$ cat src/rtl/uart_pkg.sv
// uart_pkg: shared register map, status/control bit positions and TX FSM states
package uart_pkg;
    localparam logic [1:0] ADDR_TXDATA = 2'd0;
    localparam logic [1:0] ADDR_RXDATA = 2'd1;
    localparam logic [1:0] ADDR_STATUS = 2'd2;
    localparam logic [1:0] ADDR_CTRL   = 2'd3;
    localparam int ST_RX_VALID   = 0;
    localparam int ST_PERR       = 1;
    localparam int ST_OVERRUN    = 2;
    localparam int ST_FIFO_EMPTY = 3;
    localparam int ST_FIFO_FULL  = 4;
    localparam int ST_TX_BUSY    = 5;
    localparam int CTRL_PARITY   = 0;
    localparam int CTRL_RX_IE    = 1;
    localparam int CTRL_TX_IE    = 2;
    localparam int CTRL_CLR_OVR  = 7;
    typedef enum logic [1:0] {IDLE, LOAD, STROBE, WAIT} tx_state_t;
endpackage

$ cat src/rtl/uart_tx_fifo.sv
// uart_tx_fifo: synchronous byte FIFO; push to full and pop from empty are ignored
module uart_tx_fifo #(
    parameter int DEPTH = 4
) (
    input  logic       clk,
    input  logic       clr_n,
    input  logic       push,
    input  logic       pop,
    input  logic [7:0] din,
    output logic [7:0] dout,
    output logic       full,
    output logic       empty
);
    localparam int AW = $clog2(DEPTH);
    localparam int CW = AW + 1;
    logic [7:0] mem [DEPTH];
    logic [AW-1:0] wr_ptr, rd_ptr;
    logic [CW-1:0] count;
    logic do_push, do_pop;
    assign full = count == CW'(DEPTH);
    assign empty = count == '0;
    assign do_push = push && !full;
    assign do_pop = pop && !empty;
    assign dout = mem[rd_ptr];
    always_ff @(posedge clk) begin
        if (do_push) mem[wr_ptr] <= din;
    end
    always_ff @(posedge clk or negedge clr_n) begin
        if (!clr_n) begin
            wr_ptr <= '0;
            rd_ptr <= '0;
            count <= '0;
        end else begin
            wr_ptr <= wr_ptr + AW'(do_push);
            rd_ptr <= rd_ptr + AW'(do_pop);
            count <= count + CW'(do_push) - CW'(do_pop);
        end
    end
endmodule

$ cat src/rtl/uart_ctrl.sv
// uart_ctrl: bus-side UART controller with TX FIFO, frame pacing, RX capture and irq
module uart_ctrl
    import uart_pkg::*;
#(
    parameter int CLKS_PER_BIT = 2500,
    parameter int FRAME_BITS   = 11,
    parameter int GUARD_CYCLES = 16,
    parameter int FIFO_DEPTH   = 4
) (
    input  logic       clk,
    input  logic       clr_n,
    input  logic [1:0] addr,
    input  logic       we,
    input  logic       re,
    input  logic [7:0] wdata,
    output logic [7:0] rdata,
    output logic [7:0] tx_data,
    output logic       send,
    output logic       parity,
    input  logic [7:0] rx_data,
    input  logic       rdrf,
    input  logic       prty,
    output logic       rdrf_clr,
    output logic       rx_clr,
    output logic       irq
);
    localparam int FRAME_CYCLES = FRAME_BITS * CLKS_PER_BIT + GUARD_CYCLES;
    localparam int CW = $clog2(FRAME_CYCLES + 1);
    localparam logic [CW-1:0] CNT_LOAD = CW'(FRAME_CYCLES - 1);
    tx_state_t state, state_nx;
    logic [CW-1:0] cnt;
    logic pop, fifo_full, fifo_empty, tx_busy;
    logic [7:0] fifo_dout, rx_hold, status, ctrl;
    logic tx_ie, rx_ie, rx_valid, overrun, perr;
    logic rdrf_s1, rdrf_s2, rdrf_d, cap;
    logic wr_tx, wr_ctrl, rd_rx;
    assign wr_tx = we && addr == ADDR_TXDATA;
    assign wr_ctrl = we && addr == ADDR_CTRL;
    assign rd_rx = re && addr == ADDR_RXDATA;
    uart_tx_fifo #(.DEPTH(FIFO_DEPTH)) u_fifo (
        .clk(clk), .clr_n(clr_n), .push(wr_tx), .pop(pop), .din(wdata),
        .dout(fifo_dout), .full(fifo_full), .empty(fifo_empty)
    );
    // WAIT leaves one cycle early so strobes land FRAME_CYCLES+2 apart
    always_comb begin
        pop = state == IDLE && !fifo_empty;
        state_nx = state == IDLE ? (fifo_empty ? IDLE : LOAD) :
                   state == LOAD ? STROBE :
                   state == STROBE ? WAIT :
                   (cnt <= CW'(1) ? IDLE : WAIT);
    end
    assign send = state == STROBE;
    assign tx_busy = state != IDLE;
    always_ff @(posedge clk or negedge clr_n) begin
        if (!clr_n) begin
            state <= IDLE;
            cnt <= '0;
            tx_data <= '0;
        end else begin
            state <= state_nx;
            cnt <= state == STROBE ? CNT_LOAD : state == WAIT ? cnt - CW'(1) : cnt;
            if (pop) tx_data <= fifo_dout;
        end
    end
    assign cap = rdrf_s2 && !rdrf_d;
    always_ff @(posedge clk or negedge clr_n) begin
        if (!clr_n) begin
            {rdrf_s1, rdrf_s2, rdrf_d, rdrf_clr} <= '0;
            rx_hold <= '0;
            {rx_valid, perr, overrun} <= '0;
        end else begin
            rdrf_s1 <= rdrf;
            rdrf_s2 <= rdrf_s1;
            rdrf_d <= rdrf_s2;
            rdrf_clr <= cap;
            if (cap) begin
                rx_hold <= rx_data;
                perr <= prty;
                rx_valid <= 1'b1;
            end else if (rd_rx) begin
                perr <= 1'b0;
                rx_valid <= 1'b0;
            end
            if (cap && rx_valid) overrun <= 1'b1;
            else if (wr_ctrl && wdata[CTRL_CLR_OVR]) overrun <= 1'b0;
        end
    end
    always_comb begin
        status = '0;
        status[ST_RX_VALID] = rx_valid;
        status[ST_PERR] = perr;
        status[ST_OVERRUN] = overrun;
        status[ST_FIFO_EMPTY] = fifo_empty;
        status[ST_FIFO_FULL] = fifo_full;
        status[ST_TX_BUSY] = tx_busy;
        ctrl = '0;
        ctrl[CTRL_PARITY] = parity;
        ctrl[CTRL_RX_IE] = rx_ie;
        ctrl[CTRL_TX_IE] = tx_ie;
    end
    always_ff @(posedge clk or negedge clr_n) begin
        if (!clr_n) begin
            {tx_ie, rx_ie, parity} <= '0;
            rdata <= '0;
        end else begin
            if (wr_ctrl) begin
                tx_ie <= wdata[CTRL_TX_IE];
                rx_ie <= wdata[CTRL_RX_IE];
                if (!tx_busy && fifo_empty) parity <= wdata[CTRL_PARITY];
            end
            if (re) rdata <= addr == ADDR_RXDATA ? rx_hold :
                             addr == ADDR_STATUS ? status :
                             addr == ADDR_CTRL ? ctrl : 8'h00;
        end
    end
    assign rx_clr = ~clr_n;
    assign irq = (rx_ie && rx_valid) || (tx_ie && fifo_empty && !tx_busy);
endmodule

$ cat config.mk
export PLATFORM = sky130hd
export DESIGN_NAME = uart_ctrl
export DESIGN_NICKNAME = d
export VERILOG_FILES = /design/src/rtl/uart_pkg.sv /design/src/rtl/uart_tx_fifo.sv /design/src/rtl/uart_ctrl.sv
export SDC_FILE = /design/constraint.sdc
export NUM_CORES = 1
export LEC_CHECK = 0
export CAP_MARGIN = 20
export CORE_MARGIN = 2
export CORE_UTILIZATION = 45
export CTS_CLUSTER_SIZE = 8
export DETAILED_ROUTE_END_ITERATION = 8
export PLACE_DENSITY = 0.77
export SETUP_SLACK_MARGIN = 0.02
export SLEW_MARGIN = 30
export SYNTH_ARGS = -nofsm -noshare
export SYNTH_HDL_FRONTEND = slang
export SYNTH_SLANG_ARGS = --single-unit
$ cat constraint.sdc
create_clock -name clk -period 3 [get_ports clk]
set_clock_uncertainty 0.1 [all_clocks]
set_input_delay 0.75 -clock clk [delete_from_list [all_inputs] [get_ports clk]]
set_output_delay 0.75 -clock clk [all_outputs]
set_load 0.02 [all_outputs]
======== Word level (Yosys, flattened, before mapping) ========
Memories as Yosys holds them, arrays and structs flattened. A register that Yosys moved wholly into a read port is not among the register bits.
Index checks and enable logic that the tools add are counted.
storage, ports and cells
  memory bits (writable) .................. 32
  flip-flop bits (word level) ............. 50
  latch bits .............................. 0
  output and inout bits ................... 21
  input bits .............................. 24
  bits in read-only memories .............. 0
  memories kept ........................... 1
  word-level logic and storage cells ...... 76
operators by class
  add/sub/neg operators ................... 5
  shifts and indexed selects .............. 0
  reductions and logical operators ........ 27
  bitwise logic cells ..................... 1
  $lt $le $gt $ge ......................... 1
  eq/ne operators ......................... 7
  div/mod/pow operators ................... 0
  $mul .................................... 0
  multiplexer cells ....................... 17
memories
  memory      words  bits a word  read ports  clocked after memory_dff  write ports  line                source
  u_fifo.mem  4      8            1           1                         1            uart_tx_fifo.sv:16  logic [7:0] mem [DEPTH];
operators by type and width
  cell                                                                                number
  15-bit two-way mux                                                                  2
  15-bit by 1-bit less-or-equal comparator with 1-bit output (second input constant)  1
  15-bit by 1-bit subtractor with 15-bit output (second input constant)               1
  1-bit logical AND                                                                   13
  2-bit == test (second input constant)                                               4
  1-bit two-way mux                                                                   8
  2-bit two-way mux                                                                   4
  8-bit two-way mux                                                                   1
  2-bit nonzero test                                                                  4
  6-bit two-way mux                                                                   1
  1-bit zero test                                                                     5
  2-bit by 1-bit adder with 2-bit output                                              2
  2-bit by 1-bit == test with 1-bit output (second input constant)                    2
  2-bit zero test                                                                     2
  3-bit by 1-bit adder with 3-bit output                                              1
  3-bit == test (second input constant)                                               1
  3-bit zero test                                                                     1
  3-bit two-way mux                                                                   1
  3-bit by 1-bit subtractor with 3-bit output                                         1
  2-bit AND reduction                                                                 1
  1-bit logical OR                                                                    1
  1-bit NOT                                                                           1

======== Logic depth before layout (Yosys ltp) ========
  word-level depth ........................ 5
  mapped depth ............................ 10
  mapped depth without buffers ............ 9

======== Cells and area by module ========
A second synthesis with hierarchy kept.
unflattened totals
  cell total of the unflattened synthesis .. 268
  area, all modules ....................... 3761.1 µm²
modules (own cells, without submodules)
  module        cells an instance  instances  area an instance (µm²)  sequential area each (µm²)
  uart_ctrl     195                1          2215.9                  1276.2
  uart_tx_fifo  73                 1          1545.2                  1136.1

======== Worst setup path after synthesis ========
No wires, ideal clock.
  kind .................................... input port to flip-flop
  start point ............................. input addr[0]
  end point ............................... memory u_fifo.mem[0][0], enable pin
  setup slack ............................. 0.464 ns
  path buffers ............................ 1
  library setup time ...................... 0.385 ns
  cell stages on the path ................. 3
  arrival ................................. 2.051 ns
  data required time ...................... 2.515 ns
  cell sequence ........................... clkbuf_2 > nor4b_2 > nor3b_1
between the ends
  cells in the longest elaborated chain, start to end .. 5
ends and longest elaborated chain
  element                                  line                source
  start, declared                          uart_ctrl.sv:12     input logic [1:0] addr,
  2-bit zero test                          uart_ctrl.sv:37     assign wr_tx = we && addr == ADDR_TXDATA;
  1-bit logical AND                        uart_ctrl.sv:37
  1-bit logical AND                        uart_tx_fifo.sv:22  assign do_push = push && !full;
  1-bit two-way mux                        uart_tx_fifo.sv:26  if (do_push) mem[wr_ptr] <= din;
  1-bit two-way mux (implied by the code)  uart_tx_fifo.sv:26
  end, declared                            uart_tx_fifo.sv:16
No other way between the ends.

======== Final worst setup path ========
  start point ............................. register u_fifo.count[2]
  end point ............................... output irq
between the ends
  cells in the longest elaborated chain, start to end .. 4
ends and longest elaborated chain
  element                         line                source
  start, declared                 uart_tx_fifo.sv:18  logic [CW-1:0] count;
  start signal, assigned          uart_tx_fifo.sv:36  count <= count + CW'(do_push) - CW'(do_pop);
  3-bit zero test                 uart_tx_fifo.sv:21  assign empty = count == '0;
  1-bit logical AND (2 in a row)  uart_ctrl.sv:117    assign irq = (rx_ie && rx_valid) || (tx_ie && fifo_empty && !tx_busy);
  1-bit logical OR                uart_ctrl.sv:117
  end, declared                   uart_ctrl.sv:25     output logic irq
No other way between the ends.

==> metrics.txt <==
Die Y=95.5 µm; share of the synthesized area in the top cell type=0.385; Via density=5.28; power per cell area=569 mW/mm²; floorplan row count=33; fin crit period=2.78 ns; hold buffer count at CTS=0; count of port buffers added during placement=44; combinational cell fraction of total power=0.129; ratio of cells with drive above 1 in the final layout=0.180; post-CTS clock slew at the launch and capture registers of the worst setup and hold paths=0.10 ns; most frequent standard cell in the layout excluding fill and tap cells=sky130_fd_sc_hd__dfrtp_1; die boundary width=95.5 µm; synthesis warning total=0; post-synthesis cell count=272; internal power=1880 µW; share of the yosys chip area belonging to registers=0.641; kind of path behind the tightest hold check=reg2reg; min setup slack post-route=0.224 ns; largest fanout on the critical path=5; initial antenna violation count=0; number of antenna diodes=0; net load switching power=711 µW; dominant cells by area after synthesis=sky130_fd_sc_hd__dfrtp_1 (39%), sky130_fd_sc_hd__edfxtp_1 (26%), sky130_fd_sc_hd__mux2_2 (6.6%), sky130_fd_sc_hd__mux4_2 (3.6%), sky130_fd_sc_hd__nor2_1 (2.4%); Final Hold Fails=0; initial drt markers=98; sequential share of power=0.559; first-pass GRT wire length=11,300 µm; ys flop type=sky130_fd_sc_hd__dfrtp_1; reported max-cap violation count=0; number of distinct library cells after synthesis=~40; maximum number of pins on one net before global-route repair=59; placeable core region=around 0.0082 mm²; ports placed on the boundary=between 40 and 50; total congestion overflow=0; Worst Path Class, Setup=reg2out; cell area after layout=0.00456 mm²; status=complete, no violations; placed wire-length estimate=4650 µm; post-detailed-route count of antenna-violating nets=0; async set-reset flop share out of synthesis=0.644; growth of design area from synthesis to finish=21.1%; Post-synth EDFFs=32; Yosys reg bits=90; total setup violations reported at the end of the flow=0; family with the most delay on the worst path=buffers and inverters; nature of the critical path startpoint=flip-flop; DRT Wirelength=6840 µm; Max stage delay cell, worst path=sky130_fd_sc_hd__clkdlybuf4s50_1; data arrival at the endpoint of the critical path=1.93 ns; routability-driven placement congestion ratio=between 0.7 and 0.8; via count of the first global-routing pass=approximately 2,300; proportion of power drawn by the clock network=0.312; most frequent cells in the layout=sky130_fd_sc_hd__dfrtp_1 (58), sky130_fd_sc_hd__clkdlybuf4s50_1 (43), sky130_fd_sc_hd__edfxtp_1 (32), sky130_fd_sc_hd__nor2_1 (24), sky130_fd_sc_hd__mux2_2 (22); cells resized by post-CTS repair=0; data required time of the critical path=2.15 ns; setup repair after global routing missed its margin=false; setup TNS=0 ns; number of buffers inserted during clock tree synthesis=9; clk_lat worst skew=around 0.36 ns; Initial Utilization=0.461; Final Cycle Share=0.925; most area-hungry cell type in the Yosys netlist=sky130_fd_sc_hd__dfrtp_1; cell chosen for the clock root=sky130_fd_sc_hd__clkbuf_8; Slew @ Worst Pin=0.744 ns; Die Outline Area=~0.0091 mm²; Global Route Usage Sum=0.166; Setup Slack @ Placement=0.366 ns; TritonCTS clock tree=done; f_max=360 MHz; area of the mapped netlist=0.00377 mm²; count of vias placed by the detailed router=2,313; net count after synthesis=303; Crit path buffers/inverters=2; number of design rule violations left after detail routing=0; CP Capture Type=output pin; worst vdd rail ir drop=0.000272 V; Longest Clk Path Bufs=2; number of nets in the layout=roughly 360; final routed wire length divided by cell count=between 15 and 20 µm; Pleak=0.00182 µW; count of buffers added by post-CTS timing repair for setup=0; worst slew margin relative to its limit=0.504; # H-tree levels=3; stage delay of the slowest cell on the critical path=between 0.6 and 0.7 ns; placed instance area=~0.0044 mm²; first-pass detailed-route iteration total=4; switching share of power=0.274; total count of max-transition violations in the final report=0; Synth Area per Inst=13.8 µm²; total number of clock tree sinks=90; ordered cell list for the critical path=nor3_1 -> buf_4 -> a32o_1 -> clkdlybuf4s50_1
-- power by group through the flow --
stage	registers (µW)	logic (µW)	clock network, µW
3_3_place_gp	1470	326	0
3_5_place_dp	1470	339	0
4_1_cts	1450	341	836
5_1_grt	1460	370	881
2_1_floorplan	1480	165	0
6_report	1450	334	811
-- registers in the layout, summed over array words and instances (netlist names) --
signal,flops
rdrf_s2,1
overrun,1
u_fifo.count,3
rdrf_clr,1
u_fifo.wr_ptr,2
cnt,15
rx_ie,1
state,2
rdrf_d,1
rx_valid,1
u_fifo.mem,32
u_fifo.rd_ptr,2
perr,1
rdata,8
rdrf_s1,1
rx_hold,8
parity,1
tx_data,8
tx_ie,1
-- final timing paths --
path                       cells after the start             from  slack (ns)         endpoint
min reg2reg                                    0          rdrf_s1        0.27          rdrf_s2
min in group asynchronous                      2            clr_n        0.46       tx_data[6]
max reg2reg                                   10  u_fifo.count[2]        0.66  u_fifo.count[2]
max                                            4  u_fifo.count[2]        0.22              irq
min                                            0          rdrf_s1        0.27          rdrf_s2
max in group asynchronous                      2            clr_n        1.82          cnt[12]
-- cells in the mapped netlist (6+ instances only) --
library cell,instances
sky130_fd_sc_hd__ha_1,6
sky130_fd_sc_hd__edfxtp_1,32
sky130_fd_sc_hd__xor2_1,9
sky130_fd_sc_hd__inv_1,12
sky130_fd_sc_hd__o21ai_0,9
sky130_fd_sc_hd__dfrtp_1,58
sky130_fd_sc_hd__mux4_2,6
sky130_fd_sc_hd__nand3_1,8
sky130_fd_sc_hd__mux2_2,22
sky130_fd_sc_hd__nand2_1,18
sky130_fd_sc_hd__a21oi_1,8
sky130_fd_sc_hd__nor2_1,24
-- cell families after synthesis --
family                   count (synthesis)  share of synthesized area
AND/OR/NAND/NOR                         78                      0.109
flip-flops                              90                      0.641
multiplexers                            31                      0.118
adder cells (fa/ha/maj)                  7                     0.0252
AO/OA/AOI/OAI                           32                     0.0532
buffers and inverters                   23                     0.0282
XOR/XNOR                                11                     0.0256
-- layout make-up --
cell class	count	area [µm²]
flip-flops and latches	90	2410
clock inverters	7	76.3
inverters	12	45.0
multi-input cells	159	1250
fillers	677	3610
clock buffers	9	124
repair buffers	56	526
well taps	105	131
-- metal layers --
metal  vias to the layer above  track usage  routed length (µm)
met1                      1162        0.229                3150
met4                         0       0.0536                  70
met2                        49        0.256                3280
met3                         6       0.0490                 330
li1                       1096            -                   -
met5                         -            0                   0
-- per-stage QoR --
step | util | total power (µW) | hold slack, ns | cells
after floorplan | - | 1650 | 0.231 | 272
after global placement | 0.534 | 1790 | 0.233 | 422
after detailed placement | 0.534 | 1810 | 0.252 | 422
after CTS | 0.558 | 2630 | 0.277 | 438
after global routing | 0.558 | 2720 | 0.286 | 438
final | 0.558 | 2600 | 0.274 | 438
Power figures use the tool's default switching activity.
==> variant 1 (same settings) <==
Set the parameter `FIFO_DEPTH` to 8 (it was 4).
--- a/src/rtl/uart_ctrl.sv
+++ b/src/rtl/uart_ctrl.sv
@@ -5,7 +5,7 @@
     parameter int CLKS_PER_BIT = 2500,
     parameter int FRAME_BITS   = 11,
     parameter int GUARD_CYCLES = 16,
-    parameter int FIFO_DEPTH   = 4
+    parameter int FIFO_DEPTH   = 8
 ) (
     input  logic       clk,
     input  logic       clr_n,
Behaviour: not the same (Yosys sat finds a counterexample within 10 cycles, from zero or initial values).
==> variant 1 against the unedited design <==
Sequential cell count rose by 35; highest routed layer unchanged; worst setup slack got worse by 65 ps; worst hold slack got worse by 15 ps; power rose by 77%; via count rose by 33%; cell area rose by 46%; wire length rose by 47%; largest power group is now clock; synthesized area rose by 42%; the run now ends with design-rule violations left.
==> variant 1: results (changes against the unedited design) <==
Final #Nets 448 (+25%); Cells after DPL 535 (+27%); status finished, violations left; detailed-route via count 3,080 (+33%); Post-Place Cell Area 6000 um^2 (+37%); Synth Area in Compound Gates 0.0410 (-0.0121); met3 GRT Util 0.0487 (-0.000271); maximum fanout along the worst path 11 (+6); CTS buffer count 17 (+8); top cells by area, synth edfxtp_1 36%, dfrtp_1 29%, mux4_1 7.9%; prevailing post-synth register cell edfxtp_1; post-synthesis cell count 346 (+27%); adder-cell share of the synthesized area 0.0319 (+0.00663); Leakage 0.00259 uW (+42%); asr flop ratio synth 0.488 (-0.156); met3 wire length 418 um (+27%); Seq/Total Area, Yosys 0.646 (+0.00551); post-synthesis mux area share 0.157 (+0.0388); slowest stage delay, CP 640 ps (+30 ps); DRC viols 3 (+3); Reg clk slew, reported paths 60 ps (-40 ps); H-Tree Depth 4 (+1); failing checks design-rule violations; met2 routed WL 5110 um (+56%); DPL Wire Length 6500 um (+40%); M1 WL 4390 um (+39%); layout cells sized above 1 0.210 (+0.0297); Clk. pwr 2120 uW (+160%); pre-CTS setup slack 391 ps (+24.4 ps); CP arrival 1990 ps (+60 ps); XOR/XNOR Fraction of Synth Area 0.00656 (-0.0190)
[variant 1: area by class of cell]
type	instances	area (um^2)
flip-flops and latches	125	3450
multi-input cells	190	1740
inverters	14	52.6
well taps	143	179
clock inverters	10	90.1
repair buffers	63	581
clock buffers	22	551
fillers	853	4870
[variant 1: what timing repair did]
| action | in CTS | in global routing |
|---|---|---|
| hold buffers | 0 | 0 |
| setup endpoints to repair | 1 | 1 |
| setup buffers | 0 | 0 |
| gates resized for setup | 1 | 1 |
[variant 1: kinds of logic after synthesis]
kind of cell    Yosys count
compound gates           33
xor+xnor                  4
mux                      54
fa+ha+maj                13
flops                   125
simple gates             86
buf+inv                  31
[variant 1: path summary, 6_finish.rpt]
kind | to | cells past startpoint
max in group asynchronous | tx_data[5] | 2
min in group asynchronous | rx_hold[1] | 2
worst max register to register | u_fifo.count[2] | 10
worst min register to register | rdrf_s2 | 0
worst max-delay path | send | 3
worst min-delay path | rdrf_s2 | 0
==> variant 2 (same settings) <==
Without the edit above. Encoding of `tx_state_t`: now Gray code (2 bits for 4 states).
--- a/src/rtl/uart_pkg.sv
+++ b/src/rtl/uart_pkg.sv
@@ -14,6 +14,6 @@
     localparam int CTRL_RX_IE    = 1;
     localparam int CTRL_TX_IE    = 2;
     localparam int CTRL_CLR_OVR  = 7;
-    typedef enum logic [1:0] {IDLE, LOAD, STROBE, WAIT} tx_state_t;
+    typedef enum logic [1:0] {IDLE = 2'b00, LOAD = 2'b01, STROBE = 2'b11, WAIT = 2'b10} tx_state_t;
 endpackage
 
Behaviour: no difference found for any inputs over 10 cycles, from zero or initial values; not proved beyond that.
==> variant 2 against the unedited design <==
Via count is 3.2% lower; register-to-register slack worse by 80 ps; sequential cell count stayed put; cell area decreased by 0.52%; synthesized area decreased by 0.33%; global-route usage is 0.83 points lower; worst setup slack worse by 24 ps; wire length shrank 4.1%; count of clock-buffer cells in the layout rose by 1; non-clock buffer count shrank 2; critical path depth decreased by 1.
Power is not compared: it rests on default switching activity, and its combinational part moved more than twofold at a synthesized area within 25%.
==> variant 2: results (changes against the unedited design) <==
status finished, final reports clean; Hold Crit Depth 0 (unchanged); antenna cell count 0 (unchanged); synth cell count leaders 58 x dfrtp_1, 32 x edfxtp_1, 22 x mux2_2; Pre-antenna DRT Iters 4 (unchanged); Max Root-Sink Buffers 2 (unchanged); maximum fanout along the worst path 5 (unchanged); pre-CTS setup slack 282 ps (-84.1 ps); CTS buffer count 9 (unchanged); Leakage 0.00180 uW; slowest stage delay, CP 610 ps (about the same); Max VDD drop 0.432 mV; Root Buffer clkbuf_8; EDFF count, synth 32 (unchanged); synth warn 0 (unchanged); number of buffers added on ports 44 (unchanged); GPL Wtd Cong 0.791 (-0.68%); Reg clk slew, reported paths 90 ps; Hold WC Path Type flop to flop; Initial DRC Count 59 (-40%); initial antenna violation count 0 (unchanged); detailed-route via count 2,238 (-3.2%); layout cells sized above 1 0.193 (+0.0124); H-Tree Depth 3 (unchanged); worst slew margin relative to its limit 0.506 (+0.00227); antenna-violating nets left 0 (unchanged); # fillers 648 (-4.3%); Final #Nets 348 (-3.1%); hold_sp rdrf_s1; reg-to-reg critical path endpoint u_fifo.count[2]; R2R Setup Slk 580 ps (-80 ps); Post-Place Cell Area 4340 um^2 (-0.60%); Critical Path Source u_fifo.count[1]; DPL Wire Length 4620 um (-0.73%); slowest CP cell clkdlybuf4s50_1; routed len/inst 15.4 um (-1.6%); crit share post-route 0.933 (+0.00807); Worst-Skew Late Latency 350 ps; top cells by area, synth dfrtp_1 39%, edfxtp_1 26%, mux2_2 6.6%; gr usage total 0.158 (-0.00835); first-pass GRT wire length 10,900 um (-4.1%); Yosys cell types 41 (unchanged); Synthesized Nets 293 (-3.3%); Crit path max-delay family buffers and inverters; Seq/Total Area, Yosys 0.643 (+0.00214)
variant 2: kinds of logic after synthesis:
kind of cell / count (synthesis) / share of synthesized area
flip-flops: 90 / 0.643
XOR/XNOR: 13 / 0.0303
AO/OA/AOI/OAI: 30 / 0.0507
adder cells (fa/ha/maj): 7 / 0.0253
buffers and inverters: 23 / 0.0290
multiplexers: 30 / 0.114
AND/OR/NAND/NOR: 69 / 0.108
variant 2: how the worst max path moves through the flow:
| stage | to |
|---|---|
| global placement | u_fifo.count[2] |
| floorplan | u_fifo.mem[0][0] |
| CTS | send |
| finish | irq |
| detailed placement | u_fifo.count[2] |
| global route | irq |
variant 2: what timing repair did:
action	CTS	global route
setup endpoints to repair	0	1
buffers inserted	0	0
resized for setup	0	1
variant 2: metrics by stage:
stage / hold slack (ps) / util / total power, uW / cells
4_1_cts: 259 / 0.558 / 3600 / 427
2_1_floorplan: 231 / - / 2420 / 262
5_1_grt: 262 / 0.558 / 3790 / 427
3_5_place_dp: 238 / 0.533 / 2760 / 411
3_3_place_gp: 234 / 0.533 / 2720 / 411
6_report: 257 / 0.558 / 3560 / 427
variant 2: final cells by class:
| type | count | share of cell area |
|---|---|---|
| Clock buffer | 10 | 0.0281 |
| Clock inverter | 6 | 0.0160 |
| Inverter | 13 | 0.0108 |
| Multi-Input combinational cell | 149 | 0.272 |
| Sequential cell | 90 | 0.532 |
| Tap cell | 105 | 0.0289 |
| Timing Repair Buffer | 54 | 0.112 |
variant 2: routing by layer:
layer  global-route usage  up-vias  routed length, um
li1                     -     1055                  -
met1                0.217     1122               3080
met2                0.244       48               3100
met3               0.0451       13                282
met4               0.0531        0                 91
met5                    0        -                  0
variant 2: where the power goes:
| part | switching [uW] | total [uW] | internal (uW) | leakage, uW |
|---|---|---|---|---|
| registers | 287 | 1810 | 1530 | 0.000969 |
| clock network | 436 | 830 | 394 | 0.0000975 |
| logic | 404 | 919 | 515 | 0.000729 |
| total | 1130 | 3560 | 2440 | 0.00180 |
variant 2: worst register-to-register path: cells and delay by family (launching register included):
family | cells | cell delay, ps
flops | 1 | 460
fa+ha+maj | 3 | 790
xor+xnor | 2 | 360
buf+inv | 3 | 170
simple gates | 2 | 460
